**src/rtl/uart_pkg.sv**
```systemverilog
// Shared UART definitions: transmit state encoding, line levels and,
// when UART_TX_PARITY_EN is defined, the even-parity helper.
package uart_pkg;

  // Transmit FSM states. PARITY exists only when the parity bit is built in.
  typedef enum logic [2:0] {
    IDLE  = 3'd0,
    START = 3'd1,
    DATA  = 3'd2,
    STOP  = 3'd3
`ifdef UART_TX_PARITY_EN
    ,
    PARITY = 3'd4
`endif
  } tx_state_e;

  // Level of an idle line and of the start bit.
  localparam logic LINE_IDLE = 1'b1;
  localparam logic START_BIT = 1'b0;

`ifdef UART_TX_PARITY_EN
  // Even parity over a zero-extended data word (extra zeros do not change it).
  function automatic logic even_parity(input logic [7:0] data);
    return ^data;
  endfunction
`endif

endpackage

```
**src/rtl/uart_tx_shreg.sv**
```systemverilog
// Data shift register and bit counter for the UART transmitter.
// The register holds the bits not yet driven onto the line: data_r[0] is
// the next data bit to launch. The counter is the index of the data bit
// currently on the line, and last flags the final data bit.
module uart_tx_shreg
  import uart_pkg::*;
#(
  parameter int DATA_BITS = 8
) (
  input  logic                 clk,
  input  logic                 rst_n,
  input  logic                 load,
  input  logic [DATA_BITS-1:0] din,
  input  logic                 shift,
  input  logic                 count,
  output logic                 bit_out,
  output logic                 last
);

  localparam int CW = $clog2(DATA_BITS);
  localparam logic [CW-1:0] LAST_IDX = CW'(DATA_BITS - 1);

  logic [DATA_BITS-1:0] data_r;
  logic [CW-1:0]        cnt_r;

  // Load on acceptance, shift right as each data bit is launched, count bits on the line
  always_ff @(posedge clk) begin
    if (!rst_n) begin
      data_r <= '0;
      cnt_r  <= '0;
    end else if (load) begin
      data_r <= din;
      cnt_r  <= '0;
    end else begin
      if (shift) begin
        data_r <= {LINE_IDLE, data_r[DATA_BITS-1:1]};
      end
      if (count) begin
        cnt_r <= cnt_r + CW'(1);
      end
    end
  end

  assign bit_out = data_r[0];
  assign last    = (cnt_r == LAST_IDX);

endmodule

```
**src/rtl/uart_tx_ctrl.sv**
```systemverilog
// UART transmit controller: accepts a word through a valid/ready handshake,
// enables an external baud tick generator and shifts out
// start, data (LSB first), optional parity and stop bits on the tick.
// Define UART_TX_PARITY_EN to add an even parity bit after the data bits.
module uart_tx_ctrl
  import uart_pkg::*;
#(
  parameter int DATA_BITS = 8,
  parameter int STOP_BITS = 1
) (
  input  logic                 clk,
  input  logic                 rst_n,
  input  logic                 tx_valid,
  input  logic [DATA_BITS-1:0] tx_data,
  output logic                 tx_ready,
  output logic                 bps_en,
  input  logic                 bps_clk,
  output logic                 tx,
  output logic                 tx_busy
);

  localparam logic STOP_LAST = 1'(STOP_BITS - 1);

  tx_state_e state_r;
  tx_state_e state_s;
  logic      tx_r;
  logic      tx_s;
  logic      ready_r;
  logic      busy_r;
  logic      bps_en_r;
  logic      stop_cnt_r;
  logic      accept_s;
  logic      shift_s;
  logic      count_s;
  logic      bit_s;
  logic      last_s;

  // A request is taken only in IDLE; ready is a registered copy of "in IDLE".
  assign accept_s = (state_r == IDLE) && tx_valid;
  // Launching a data bit happens on the START tick and on every DATA tick.
  assign shift_s  = bps_clk && ((state_r == START) || (state_r == DATA));
  assign count_s  = bps_clk && (state_r == DATA) && !last_s;

  uart_tx_shreg #(
    .DATA_BITS(DATA_BITS)
  ) u_shreg (
    .clk    (clk),
    .rst_n  (rst_n),
    .load   (accept_s),
    .din    (tx_data),
    .shift  (shift_s),
    .count  (count_s),
    .bit_out(bit_s),
    .last   (last_s)
  );

`ifdef UART_TX_PARITY_EN
  logic parity_r;

  // Capture the even parity of the word at acceptance
  always_ff @(posedge clk) begin
    if (!rst_n) begin
      parity_r <= 1'b0;
    end else if (accept_s) begin
      parity_r <= even_parity(8'(tx_data));
    end
  end
`endif

  // Next state and next line level; the line level is registered below
  always_comb begin
    state_s = state_r;
    tx_s    = tx_r;
    case (state_r)
      IDLE: begin
        if (tx_valid) begin
          state_s = START;
          tx_s    = START_BIT;
        end else begin
          state_s = IDLE;
          tx_s    = LINE_IDLE;
        end
      end
      START: begin
        if (bps_clk) begin
          state_s = DATA;
          tx_s    = bit_s;
        end else begin
          state_s = START;
        end
      end
      DATA: begin
        if (bps_clk) begin
          if (last_s) begin
`ifdef UART_TX_PARITY_EN
            state_s = PARITY;
            tx_s    = parity_r;
`else
            state_s = STOP;
            tx_s    = LINE_IDLE;
`endif
          end else begin
            state_s = DATA;
            tx_s    = bit_s;
          end
        end else begin
          state_s = DATA;
        end
      end
`ifdef UART_TX_PARITY_EN
      PARITY: begin
        if (bps_clk) begin
          state_s = STOP;
          tx_s    = LINE_IDLE;
        end else begin
          state_s = PARITY;
        end
      end
`endif
      STOP: begin
        if (bps_clk && (stop_cnt_r == STOP_LAST)) begin
          state_s = IDLE;
          tx_s    = LINE_IDLE;
        end else begin
          state_s = STOP;
          tx_s    = LINE_IDLE;
        end
      end
      default: begin
        state_s = IDLE;
        tx_s    = LINE_IDLE;
      end
    endcase
  end

  // State, line and handshake registers; reset aborts any frame in flight
  always_ff @(posedge clk) begin
    if (!rst_n) begin
      state_r  <= IDLE;
      tx_r     <= LINE_IDLE;
      ready_r  <= 1'b1;
      busy_r   <= 1'b0;
      bps_en_r <= 1'b0;
    end else begin
      state_r  <= state_s;
      tx_r     <= tx_s;
      ready_r  <= (state_s == IDLE);
      busy_r   <= (state_s != IDLE);
      bps_en_r <= (state_s != IDLE);
    end
  end

  // Count stop-bit ticks; cleared whenever the frame is outside STOP
  always_ff @(posedge clk) begin
    if (!rst_n) begin
      stop_cnt_r <= 1'b0;
    end else if (state_r != STOP) begin
      stop_cnt_r <= 1'b0;
    end else if (bps_clk) begin
      stop_cnt_r <= stop_cnt_r + 1'b1;
    end
  end

  assign tx       = tx_r;
  assign tx_ready = ready_r;
  assign tx_busy  = busy_r;
  assign bps_en   = bps_en_r;

endmodule

```
**config.mk**
```make
export PLATFORM = sky130hd
export DESIGN_NAME = uart_tx_ctrl
export DESIGN_NICKNAME = d
export VERILOG_FILES = /design/src/rtl/uart_pkg.sv /design/src/rtl/uart_tx_shreg.sv /design/src/rtl/uart_tx_ctrl.sv
export SDC_FILE = /design/constraint.sdc
export NUM_CORES = 1
export LEC_CHECK = 0
export BUFFER_PORTS_ARGS = -buffer_cell sky130_fd_sc_hd__buf_4
export CORE_MARGIN = 4
export CORE_UTILIZATION = 58
export DETAILED_ROUTE_END_ITERATION = 7
export PLACE_DENSITY = 0.82
export SLEW_MARGIN = 40
export SYNTH_ARGS = -nofsm -noshare
export SYNTH_HDL_FRONTEND = slang
export SYNTH_HIERARCHICAL = 1
export SYNTH_SLANG_ARGS = --single-unit
```
**constraint.sdc**
```tcl
create_clock -name clk -period 5 [get_ports clk]
set_input_delay 0.5 -clock clk [delete_from_list [all_inputs] [get_ports clk]]
set_output_delay 0.5 -clock clk [all_outputs]
set_load 0.03 [all_outputs]
```
==> results.md <==
- Fill count: 113
- FF-to-FF path depth: 5
- Core ar.: 1524 um2
- GRT Residual Overflow: 0
- Num rows: 14
- Largest net degree at the start of global routing: 19
- Wire per inst: 14.19 um
- Total CTS buffers: 3
- First-pass GRT wire length: 2946 um
- Seq cells post-synth: 17
- Data arrival time of the worst path: 2.10 ns
- Fin crit share: 0.3838
- Root Buffer: clkbuf_4
- Routability congestion estimate: 0.8538
- Total wire length: 1674 um
- Worst hold-check path type: reg -> reg
- Max Cap Viol: 0
- Clk_skew: 0.006481 ns
- 1st-iter DRT viols: 9
- Post_cts resized: 0
- Max Freq: 521.1 MHz
- Slew HR: 0.6185
- Initial antenna violation count: 0
- Die width: 48.47 um
- Cells after Synth: 87
- DP Cell Count: 114
- Antenna cells: 0
- PD cells: 307.5 nW/um2
- H-Tree Level Count: 1
- Syn_nets: 108
- CTS tree: built
- Worst Setup End Kind: flip-flop
- Fin cells: 118
- DRC viols: 0
- Status: finished clean
- Post-synthesis cell type count: 26
- CP Data Required Time: 5.18 ns
- Final ANT Viol Nets: 0
- Reg2reg end: u_shreg/data_r[4]
- DP HPWL: 1284 um
- Crit-path max FO: 8
- Total Nets Final: 124
- Sequential cell area fraction in the yosys report: 0.3584
- Critical R2R Launch: state_r[0]
- Area post-placement: 1052 um2
- Overall fraction of global-route tracks in use: 0.1575
- Hold buffer count at cts: 0
- Ports: 16
- Die area: 2349 um2
- Worst R2R Setup Slack: 3.08 ns
- Max-slew violations: 0
- Yosys warnings: 6
- Starting Density: 0.6232
- Area Overhead vs Synth: 13.70%
- Worst-Skew Late Latency: 0.29 ns
- Final setup viols: 0
- VDD IR max: 0.1755 mV
- Via density: 5.610
- DRT Pass-1 Iters: 4
- Routed vias: 662
- Final setup TNS: 0 ns
- Vert. Die Dim: 48.47 um
- Clk slew on worst S/H paths: 0.10 ns
- Worst Hold End: stop_cnt_r
- Worst hold margin: 0.4754 ns
- Min-Delay Startpoint: stop_cnt_r
- Mapped cell area: 949.7 um2
- Setup Buffers After CTS: 0
- RSZ-0062 raised after global routing: false
- Worst-margin pin slew: 0.5722 ns
- Power, Total: 332.0 uW
- Longest Clk Path Bufs: 2
- Hold violation count in the final report: 0
- Crit start category: flip-flop
- Fraction of layout cells with a size suffix above 1: 0.2941
- Leak: 0.5195 nW
- Vias in the first global route: 678
- CTS Sinks: 17
- Hold path cells: 2
- WS Path Type: reg -> reg
- Syn_area_per_cell: 10.92 um2
- Final Cell Area: 1080 um2
- Port Buf Inserts: 15
- Tmin final: 1.919 ns
-- worst max-delay path: stages, from the launching register on --
cell and delay (ns):
dfxtp_1 0.42, inv_1 0.11, ha_1 0.29, and2_1 0.43
mux2_4 0.34, o211a_1 0.22
-- power breakdown --
group,switching [mW],internal (mW)
Combinational,0.0486,0.0500
Clock,0.0435,0.0297
Sequential,0.00987,0.150
-- stage by stage --
step,utilization,setup WS [ns]
after floorplan,-,3.380
after global placement,0.6905,3.190
after detailed placement,0.6905,3.091
after CTS,0.7085,3.072
after global routing,0.7085,2.978
final,0.7085,3.081
-- routing by layer --
metal	track usage	part of all wire	vias to the layer above
met5	0	0	-
met4	0.07175	0.0060	0
met3	0.05215	0.052	2
met2	0.2565	0.50	15
met1	0.1851	0.44	310
li1	-	-	335
-- worst max-delay path by stage --
stage / start / end / slack [ns] / cells after the start
5_1_grt: state_r[0] / u_shreg/data_r[4] / 2.98 / 5
2_1_floorplan: state_r[0] / u_shreg/data_r[0] / 3.38 / 6
6_report: state_r[0] / u_shreg/data_r[4] / 3.08 / 5
3_5_place_dp: state_r[0] / u_shreg/data_r[4] / 3.09 / 5
4_1_cts: state_r[0] / u_shreg/data_r[4] / 3.07 / 5
3_3_place_gp: state_r[0] / u_shreg/data_r[2] / 3.19 / 5
-- cell usage after synthesis --
cell type	count	area share
xnor2_1	1	0.0092
dfxtp_1	17	0.36
o21a_1	1	0.0079
clkbuf_1	1	0.0039
nand2_1	3	0.012
mux2i_1	2	0.021
o41ai_4	1	0.029
nand2b_1	10	0.066
a221oi_2	1	0.016
nand4_1	1	0.0066
o21ai_0	1	0.0053
and2_1	2	0.013
buf_4	2	0.016
nor3b_1	2	0.016
o311a_2	1	0.012
nand2b_2	1	0.0092
o211a_1	7	0.074
nor2_1	5	0.020
mux2_4	7	0.11
a21oi_1	4	0.021
buf_6	1	0.012
ha_1	9	0.12
and3b_1	1	0.0092
nor2b_1	2	0.013
a311oi_1	1	0.0092
inv_1	3	0.012
-- layout by cell type (no fill, tap or decap) --
| cell type | count |
|---|---|
| ha_1 | 9 |
| o41ai_4 | 1 |
| nand2b_2 | 1 |
| o21a_1 | 1 |
| mux2_4 | 7 |
| inv_1 | 3 |
| and2_1 | 2 |
| dfxtp_1 | 17 |
| and3b_1 | 1 |
| nor2_1 | 5 |
| o211a_1 | 7 |
| a311oi_1 | 1 |
| nand4_1 | 1 |
| nor3b_1 | 2 |
| nor2b_1 | 2 |
| a21oi_1 | 4 |
| nand2_1 | 3 |
| o21ai_0 | 1 |
| mux2i_1 | 2 |
| o311a_2 | 1 |
| clkbuf_4 | 3 |
| buf_4 | 15 |
| nand2b_1 | 10 |
| xnor2_1 | 1 |
| clkinv_2 | 1 |
| a221oi_2 | 1 |
-- kinds of logic after synthesis --
kind of cell,after synthesis,share of synthesized area
compound gates,17,0.1739
xor+xnor,1,0.009224
fa+ha+maj,9,0.1186
buf+inv,7,0.04347
flops,17,0.3584
mux,9,0.1318
simple gates,27,0.1647
-- state kept, by name, indices dropped and copies added (netlist names) --
name,flops
u_shreg/data_r,8
u_shreg/cnt_r,3
state_r,2
bps_en,1
stop_cnt_r,1
tx,1
tx_ready,1
-- cell type report --
type,instances,area [um2],area share
multi-input cells,63,568.0,0.5261
flip-flops and latches,17,340.3,0.3152
repair buffers,15,112.6,0.1043
clock buffers,3,22.52,0.02086
well taps,16,20.02,0.01854
inverters,3,11.26,0.01043
clock inverters,1,5.005,0.004635
Power figures use the tool's default switching activity.
